`src/rtl/control_pkg.sv`:
```
// control_pkg: state encoding, ISA field constants and per-state datapath controls
// shared by the multicycle main controller.
package control_pkg;
    typedef enum logic [3:0] {
        FETCH, DECODE, MEMADR, MEMRD, MEMWB, MEMWR, EXECUTER, EXECUTEI, ALUWB, BRANCH
    } state_t;

    localparam logic [1:0] OP_DP  = 2'b00;
    localparam logic [1:0] OP_MEM = 2'b01;
    localparam logic [1:0] OP_BR  = 2'b10;

    localparam logic [3:0] CMD_ADD = 4'b0100;
    localparam logic [3:0] CMD_SUB = 4'b0010;
    localparam logic [3:0] CMD_AND = 4'b0000;
    localparam logic [3:0] CMD_ORR = 4'b1100;
    localparam logic [3:0] CMD_CMP = 4'b1010;

    localparam logic [1:0] ALU_ADD = 2'b00;
    localparam logic [1:0] ALU_SUB = 2'b01;
    localparam logic [1:0] ALU_AND = 2'b10;
    localparam logic [1:0] ALU_ORR = 2'b11;

    typedef struct packed {
        logic       irwrite;
        logic       adrsrc;
        logic       alusrca;
        logic [1:0] alusrcb;
        logic [1:0] resultsrc;
        logic       aluop;
        logic       regw;
        logic       memw;
        logic       nextpc;
        logic       branch;
    } ctrl_t;

    // Moore output table: everything not set here stays 0.
    function automatic ctrl_t ctrl_of(state_t s);
        ctrl_t c;
        c = '0;
        case (s)
            FETCH:    begin c.irwrite = 1'b1; c.nextpc = 1'b1; c.alusrca = 1'b1; c.alusrcb = 2'b10; c.resultsrc = 2'b10; end
            DECODE:   begin c.alusrca = 1'b1; c.alusrcb = 2'b10; c.resultsrc = 2'b10; end
            MEMADR:   c.alusrcb = 2'b01;
            MEMRD:    c.adrsrc = 1'b1;
            MEMWB:    begin c.resultsrc = 2'b01; c.regw = 1'b1; end
            MEMWR:    begin c.adrsrc = 1'b1; c.memw = 1'b1; end
            EXECUTER: c.aluop = 1'b1;
            EXECUTEI: begin c.alusrcb = 2'b01; c.aluop = 1'b1; end
            ALUWB:    c.regw = 1'b1;
            BRANCH:   begin c.alusrcb = 2'b01; c.resultsrc = 2'b10; c.branch = 1'b1; end
            default:  c = '0;
        endcase
        return c;
    endfunction
endpackage

```
`src/rtl/control_fsm_alu_decoder.sv`:
```
// alu_decoder: maps ALUOp and the data-processing cmd/S bits to ALU function,
// flag-write mask and register-write suppression.
module alu_decoder
    import control_pkg::*;
(
    input  logic       aluop,
    input  logic [5:0] funct,
    output logic [1:0] alucontrol,
    output logic [1:0] flagw,
    output logic       nowrite
);
    logic [3:0] cmd;
    logic       s;
    logic       arith;
    logic       known;

    assign cmd   = funct[4:1];
    assign s     = funct[0];
    assign arith = cmd == CMD_ADD || cmd == CMD_SUB || cmd == CMD_CMP;
    assign known = arith || cmd == CMD_AND || cmd == CMD_ORR;

    assign alucontrol = !aluop ? ALU_ADD :
                        (cmd == CMD_SUB || cmd == CMD_CMP) ? ALU_SUB :
                        cmd == CMD_AND ? ALU_AND :
                        cmd == CMD_ORR ? ALU_ORR : ALU_ADD;
    // Unsupported cmds behave as a flagless no-op.
    assign flagw   = aluop && known ? {s, s & arith} : 2'b00;
    assign nowrite = aluop && (cmd == CMD_CMP || !known);
endmodule

```
`src/rtl/control_fsm.sv`:
```
// control_fsm: multicycle main controller; state and all Moore controls are
// registered together so outputs only move after a clock edge.
module control_fsm
    import control_pkg::*;
(
    input  logic       clk,
    input  logic       reset,
    input  logic [1:0] Op,
    input  logic [5:0] Funct,
    input  logic [3:0] Rd,
    output logic       IRWrite,
    output logic       AdrSrc,
    output logic       ALUSrcA,
    output logic [1:0] ALUSrcB,
    output logic [1:0] ResultSrc,
    output logic [1:0] ALUControl,
    output logic [1:0] FlagW,
    output logic       NoWrite,
    output logic       RegW,
    output logic       MemW,
    output logic       NextPC,
    output logic       PCS
);
    state_t state;
    state_t nxt;
    ctrl_t  ctl;

    always_comb begin
        nxt = FETCH;
        case (state)
            FETCH:              nxt = DECODE;
            DECODE:             nxt = Op == OP_MEM ? MEMADR :
                                      Op == OP_BR  ? BRANCH :
                                      Op == OP_DP  ? (Funct[5] ? EXECUTEI : EXECUTER) : FETCH;
            MEMADR:             nxt = Funct[0] ? MEMRD : MEMWR;
            MEMRD:              nxt = MEMWB;
            EXECUTER, EXECUTEI: nxt = ALUWB;
            default:            nxt = FETCH;
        endcase
    end

    // Controls are precomputed from the next state so they line up with it.
    always_ff @(posedge clk or posedge reset) begin
        if (reset) begin
            state <= FETCH;
            ctl   <= ctrl_of(FETCH);
        end else begin
            state <= nxt;
            ctl   <= ctrl_of(nxt);
        end
    end

    alu_decoder u_alu (
        .aluop     (ctl.aluop),
        .funct     (Funct),
        .alucontrol(ALUControl),
        .flagw     (FlagW),
        .nowrite   (NoWrite)
    );

    assign IRWrite   = ctl.irwrite;
    assign AdrSrc    = ctl.adrsrc;
    assign ALUSrcA   = ctl.alusrca;
    assign ALUSrcB   = ctl.alusrcb;
    assign ResultSrc = ctl.resultsrc;
    assign RegW      = ctl.regw;
    assign MemW      = ctl.memw;
    assign NextPC    = ctl.nextpc;
    assign PCS       = ctl.branch | (ctl.regw & (Rd == 4'd15));
endmodule

```
`config.mk`:
```
export PLATFORM = sky130hd
export DESIGN_NAME = control_fsm
export DESIGN_NICKNAME = d
export VERILOG_FILES = /design/src/rtl/control_pkg.sv /design/src/rtl/control_fsm_alu_decoder.sv /design/src/rtl/control_fsm.sv
export SDC_FILE = /design/constraint.sdc
export NUM_CORES = 1
export LEC_CHECK = 0
export ABC_AREA = 1
export BUFFER_PORTS_ARGS = -buffer_cell sky130_fd_sc_hd__buf_2
export CORE_MARGIN = 4
export CORE_UTILIZATION = 35
export DETAILED_ROUTE_END_ITERATION = 8
export PLACE_DENSITY = 0.73
export RECOVER_POWER = 100
export SLEW_MARGIN = 20
export SYNTH_ARGS = -nofsm -noshare
export SYNTH_HDL_FRONTEND = slang
export SYNTH_SLANG_ARGS = --single-unit
export TNS_END_PERCENT = 1
```
`constraint.sdc`:
```
create_clock -name clk -period 1.8 [get_ports clk]
set_input_delay 0.36 -clock clk [delete_from_list [all_inputs] [get_ports clk]]
set_output_delay 0.36 -clock clk [all_outputs]
set_load 0.02 [all_outputs]
```
Word level (Yosys, flattened, before mapping)
Index checks and enable logic that the tools add are counted.
- flip-flop bits (word level): 15
- input bits: 14
- output and inout bits: 16
- logic and storage cells: 74
- eq/ne operators: 21
- mux-type cells: 20
- bitwise operators: 3
- reductions and logical operators: 20
- operator list (operator ; count):
    $eq A4 B3 Y1 const B ; 7
    $eq A4 B2 Y1 const B ; 5
    $eq A4 B4 Y1 const B ; 5
    $pmux W4 S5 ; 1
    $logic_not A4 Y1 ; 3
    $mux W2 ; 5
    $reduce_or A2 Y1 ; 5
    $eq A4 B1 Y1 const B ; 2
    $mux W1 ; 8
    $mux W4 ; 2
    $pmux W2 S2 ; 2
    $logic_or A1 B1 Y1 ; 6
    $mux W3 ; 2
    $reduce_or A3 Y1 ; 2
    $and A1 B1 Y1 ; 2
    $eq A2 B1 Y1 const B ; 1
    $eq A2 B2 Y1 const B ; 1
    $logic_and A1 B1 Y1 ; 2
    $logic_not A2 Y1 ; 1
    $logic_not A1 Y1 ; 1
    $or A1 B1 Y1 ; 1

Depth between registers and ports, before layout
Gate-level depths: netlist of the first run.
- word-level depth: 8
- gate-level depth with buffers: 9
- mapped depth without buffers: 9

Modules after synthesis
A second synthesis of the first run with hierarchy kept.
- cell total of the unflattened synthesis: 93
- area, all modules: 724.4 um^2
- by module, submodules not included (module ; instances ; cells each ; area each (um^2) ; sequential area each (um^2)):
    control_fsm ; 1 ; 71 ; 626.9 ; 354.1
    alu_decoder ; 1 ; 22 ; 97.6 ; 0.0

Worst setup path before layout of the first run
Ideal clock, no wire load.
- kind: input to output
- start point: in Funct[2]
- end point: out FlagW[0]
- arrival time: 1.255 ns
- required time: 1.440 ns
- setup slack: 0.185 ns
- stages on the path: 5
- buffers on the path: 0
- path through: nor2_1 > nand2_1 > nand2_1 > nand2_1 > a211oi_1
- longest elaborated chain between the ends: 7
- elaborated cells between the ends (all ways): 12
- those cells by class: 4 x eq/ne; 1 x mux; 1 x bitwise; 6 x reduce/logical
- RTL lines (item ; line ; text):
    from (decl) ; control_fsm.sv:9 ; input logic [5:0] Funct,
    $eq A4 B3 Y1 or $eq A4 B2 Y1 (tied branches) ; control_fsm_alu_decoder.sv:19 ; assign arith = cmd == CMD_ADD || cmd == CMD_SUB || cmd == CMD_CMP;
    $logic_or A1 B1 Y1 (2 in series) ; control_fsm_alu_decoder.sv:19 ;
    $logic_or A1 B1 Y1 (2 in series) ; control_fsm_alu_decoder.sv:20 ; assign known = arith || cmd == CMD_AND || cmd == CMD_ORR;
    $logic_and A1 B1 Y1 ; control_fsm_alu_decoder.sv:27 ; assign flagw = aluop && known ? {s, s & arith} : 2'b00;
    $mux W2 (*) ; control_fsm_alu_decoder.sv:27 ;
    to (decl) ; control_fsm.sv:17 ; output logic [1:0] FlagW,
Mark *: on every way between the ends. The rest lies on a longest branch, timed or not.

Worst setup path after layout of the first run
Same ends and word-level chain as after synthesis.

==> impl_metrics.ini, run 1 <==
[synth]
synth_top_area_share = 0.354
synth_edf_count = 0
synth-seq-cells = 15
synthesis.nets = 110
postSynthAreaPerCell_sq_um = 8.09
ys_warn_count = 0
yosys.area.top_type = dfrtp_1
yosys-top-cells-count = nand2_1 (20), inv_1 (19), dfrtp_1 (11)
yosysMostFrequentCell = nand2_1
seq_area_frac_synth = 0.490
syn_inst = 96
synthArstFlopShare = 1.00
ys_types = 19
syn-cell-area_sq_um = 777
synthFlopType = dfrtp_1
synth_area_leaders = dfrtp_1 (35%), dfstp_2 (14%), nand2_1 (9.7%)

[pwr]
peakVddDrop_mv = 0.540
p_per_area_mw_per_mm2 = 1450
p_leak_nw = 0.514
p_comb_frac = 0.436
clockPowerShare = 0.142
p_sw_mw = 0.583
p_int_mw = 0.734
switching_share = 0.443
seqPwrFrac = 0.422

[die]
fp.dieW_um = 55.1
core_sq_mm = 0.00204
initial_core_util = 0.381
rows = 16
die-area_sq_mm = 0.00304
die_h_um = 55.1
pin_count = 30

[global_route]
grtUsageMet3 = 0.0241
grt_pass1_wl_um = 2130
grtUsageMet1 = 0.115
grt_usage = 0.0998
grt_pass1_vias = 549
grt_max_degree = 16
grt_overflow = 0
grt.met2_usage = 0.165
busiest_layer = met2
antenna_found_initial = 0

[clock_network]
htreeDepth = 1
cts_root_buf = clkbuf_4
clk_latency_ns = 0.29
path_clk_slew_ns = 0.09
cts_resized = 0
cts.sinks = 15
numCtsBuffers = 3
cts_tree = yes
post-cts-setup-buffers = 0
clockBufferDepth = 2
hold_buffers = 0

[finish]
antenna_cells = 0
regArea_sq_um = 380
multi_input_area_sq_um = 256
fill_cells = 208
syn_to_final_growth_pct = 16.7
drive_gt1_frac = 0.218
nNetsFinal = 139

[setup_path]
crit_fanout = 4
r2r_setup_slack_ns = 0.48
arrival_ns = 1.31
startpoint_type = input pin
crit_path_end_kind = output pin
cp_data_required_time_ns = 1.44
crit_type = input pin to output pin

[drt]
wl_um = 1380
drc = 0
ant_nets = 0
via_per_inst = 4.32
routed-via-count = 653
drt-pass1-iter-count = 4
wl_per_cell_um = 9.17
drtIter0Drc = 14

[timing]
fin_worst_skew_ns = 0.00949
maxSlewHeadroom = 0.643
period_minus_slack_ns = 1.67
setup_violations = 0
hold_viol_final = 0
drv_slew = 0
finalCritPeriodShare = 0.930
hold_ws_ns = 0.0948
max_freq_ghz = 0.597
rsz0062_at_grt = no
tns_ns = 0
tightest_slew_ns = 0.535

[job]
maxCapViolations = 0

[min_path]
hp-class = input pin to async pin

[place]
place.gp.congestion = 0.804
dp_hpwl_um = 1120
port_buffers = 29

[outcome]
status = complete, no violations
==> power groups by stage <==
stage                     clock, mW  combinational [mW]  sequential, mW
after CTS                     0.192               0.644           0.557
final                         0.187               0.574           0.555
after global placement            0               0.630           0.564
after floorplan                   0               0.486           0.609
after detailed placement          0               0.643           0.564
after global routing          0.209               0.659           0.576
==> area by class of cell <==
class / count / share of cell area
Multi-Input combinational cell: 54 / 0.283
Clock inverter: 1 / 0.00552
Timing Repair Buffer: 29 / 0.139
Clock buffer: 3 / 0.0248
Tap cell: 27 / 0.0372
Inverter: 22 / 0.0910
Sequential cell: 15 / 0.419
==> logic make-up (layout without fill, tap and decap cells) <==
logic type / count (synthesis) / after routing / share of synthesized area
compound gates: 6 / 6 / 0.0451
buf+inv: 27 / 55 / 0.155
flops: 15 / 15 / 0.490
simple gates: 48 / 48 / 0.311
==> layer usage <==
layer	up-vias	part of all wire
met5	-	0
met4	0	0.017
met3	2	0.066
met2	20	0.47
met1	286	0.45
li1	345	-
==> flip-flops by register name, indices dropped and copies added (netlist names), 2 cells and up <==
| name | count |
|---|---|
| state | 4 |
| ALUSrcB | 2 |
| ResultSrc | 2 |
| ctl | 2 |
==> critical path, stage by stage <==
cell	delay (ns)
buf_2	0.11
nor2_1	0.21
nand2_1	0.08
nand2_1	0.08
nand2_1	0.07
a211oi_1	0.19
clkbuf_2	0.21
==> worst paths after layout <==
path,startpoint,endpoint,cells past startpoint
min in group clk,Funct[0],state[1],3
worst max register to register,state[0],ResultSrc[1],7
worst min register to register,state[2],ResultSrc[0],1
max in group asynchronous,reset,NextPC,2
worst max-delay path,Funct[2],FlagW[0],7
worst min-delay path,reset,state[3],2
==> metrics by stage <==
step                instance area, sq um  power, mW  std cells  utilization  setup slack [ns]
global route                         907       1.44        151        0.444            0.0310
floorplan                            777       1.10         96            -             0.185
global placement                     918       1.19        147        0.450             0.238
detailed placement                   918       1.21        147        0.450             0.161
finish                               907       1.32        151        0.444             0.126
CTS                                  946       1.39        151        0.463             0.160
==> placed cells by master, fill, tap and decap left out <==
cell / instances
nor2_1: 9
clkbuf_2: 1
inv_1: 20
buf_2: 13
nand2_2: 2
nor4_1: 1
o21bai_1: 1
clkbuf_1: 15
a211oi_1: 1
clkbuf_4: 3
clkinv_2: 1
nand4_1: 2
nand2_1: 21
a21oi_1: 4
dfrtp_1: 11
nor2_4: 1
nand2_4: 1
nor3_1: 1
nand3_1: 10
clkinv_1: 1
inv_2: 1
dfstp_2: 4
Note: power is estimated with default switching activity, not from simulation.
==> inputs of run 2 (changes only) <==
--- a/constraint.sdc
+++ b/constraint.sdc
@@ -3,2 +3,2 @@
 set_output_delay 0.36 -clock clk [all_outputs]
-set_load 0.02 [all_outputs]
+set_load 0.05 [all_outputs]
==> run 2 against run 1 <==
Against the previous run: first-iteration DRC count fell by 14%; global-route usage is 1.4 points higher; clock-buffer cell count increased by 1; sequential cell count did not move; fmax is 0.61% lower; routed wire length rose by 12%; clock power hardly changed; utilization increased by 0.25 points; power is 16% higher; final cell count unchanged.
==> impl_metrics.ini, run 2 (synthesized netlist as in run 1, its figures left out) <==
[setup_path]
reg2reg_from = state[2]
critPathLaunch = Funct[2]
arrival_ns = 1.32
crit_path_end_kind = output pin
crit_fanout = 4
critPathSlowestCell = clkbuf_4
cp_data_required_time_ns = 1.44
crit_chain = buf_2 -> nor2_1 -> nand2_1 -> nand2_1 -> nand2_1 -> a211oi_2 -> clkbuf_4
critical-path-top-delay-family = simple AND/OR/NAND/NOR gates
crit_type = input pin to output pin
cp_common_cell = nand2_1
cp_num_buf_inv = 2
max_stage_delay_ns = 0.25
startpoint_type = input pin

[timing]
fin_worst_skew_ns = 0.00384
maxSlewHeadroom = 0.584
setup_violations = 0
period_minus_slack_ns = 1.68
max_freq_ghz = 0.594
rsz0062_at_grt = no
hold_ws_ns = 0.121
tightest_slew_ns = 0.626
drv_slew = 0
finalCritPeriodShare = 0.936
hold_viol_final = 0
tns_ns = 0

[global_route]
grtUsageMet3 = 0.0268
grt_overflow = 0
grt_usage = 0.114
grt_max_degree = 16
grt.met2_usage = 0.215
antenna_found_initial = 0
grt_pass1_wl_um = 2500
grt_pass1_vias = 618
busiest_layer = met2
grtUsageMet1 = 0.128

[pwr]
p_sw_mw = 0.793
p_comb_frac = 0.514
switching_share = 0.520
p_leak_nw = 0.526
peakVddDrop_mv = 0.708
p_int_mw = 0.732
seqPwrFrac = 0.364
power_mw = 1.53
clockPowerShare = 0.122
p_per_area_mw_per_mm2 = 1670

[finish]
largest_reg_flops = 4
final_util = 0.447
nNetsFinal = 139
antenna_cells = 0
stdcell_count = 151
mostFrequentLayoutCell = nand2_1
largest_register = state
drive_gt1_frac = 0.250
syn_to_final_growth_pct = 17.4
most-common-layout-cells = nand2_1 (22), inv_1 (20), buf_2 (13)

[drt]
drtIter0Drc = 12
via_per_inst = 4.44
ant_nets = 0
drc = 0
drt-pass1-iter-count = 4
wl_per_cell_um = 10.2
wl_um = 1550
routed-via-count = 670

[place]
dp.cells = 147
port_buffers = 29
dp_hpwl_um = 1250
place.gp.congestion = 0.761

[clock_network]
cts_root_buf = clkbuf_4
cts_tree = yes
clk_latency_ns = 0.27
htreeDepth = 1
path_clk_slew_ns = 0.09
clockBufferDepth = 2
cts.sinks = 15
post-cts-setup-buffers = 0
numCtsBuffers = 3
hold_buffers = 0
cts_resized = 0

[die]
initial_core_util = 0.381
die_h_um = 55.1
core_sq_mm = 0.00204
pin_count = 30
fp.dieW_um = 55.1
die-area_sq_mm = 0.00304
rows = 16

[outcome]
status = complete, no violations

[min_path]
hp-class = input pin to async pin

[job]
maxCapViolations = 0
run 2: final timing paths:
kind                                 to  slack (ns)  depth (start not counted)
hold reg to reg            ResultSrc[0]        0.49                          1
min in group clk               state[1]        0.40                          3
max in group asynchronous    ALUSrcB[1]        1.31                          2
setup reg to reg             ALUSrcB[0]        0.35                          6
setup / recovery               FlagW[0]        0.12                          7
hold / removal                     MemW        0.12                          2
run 2: metal layers:
| layer | part of all wire | up-vias |
|---|---|---|
| met5 | 0 | - |
| met4 | 0 | 0 |
| met3 | 0.069 | 0 |
| met2 | 0.52 | 23 |
| met1 | 0.40 | 302 |
| li1 | - | 345 |
run 2: cell type report:
class	instances	area, sq um
tap	27	33.8
clock buffer	4	26.3
sequential	15	380
inverter	22	82.6
fill	228	1130
multi-input combinational	54	254
timing repair buffer	29	135
run 2: per-stage QoR:
step | setup slack (ns) | cell area (sq um)
after floorplan | -0.0501 | 782
after global placement | 0.158 | 923
after detailed placement | 0.0979 | 923
after CTS | 0.0945 | 950
after global routing | 0.0171 | 912
final | 0.116 | 912
run 2: power groups by stage:
stage / logic [mW] / registers [mW] / clock network, mW
floorplan: 0.612 / 0.692 / 0
global placement: 0.836 / 0.564 / 0
detailed placement: 0.856 / 0.571 / 0
CTS: 0.860 / 0.567 / 0.188
global route: 0.861 / 0.572 / 0.211
finish: 0.784 / 0.556 / 0.185
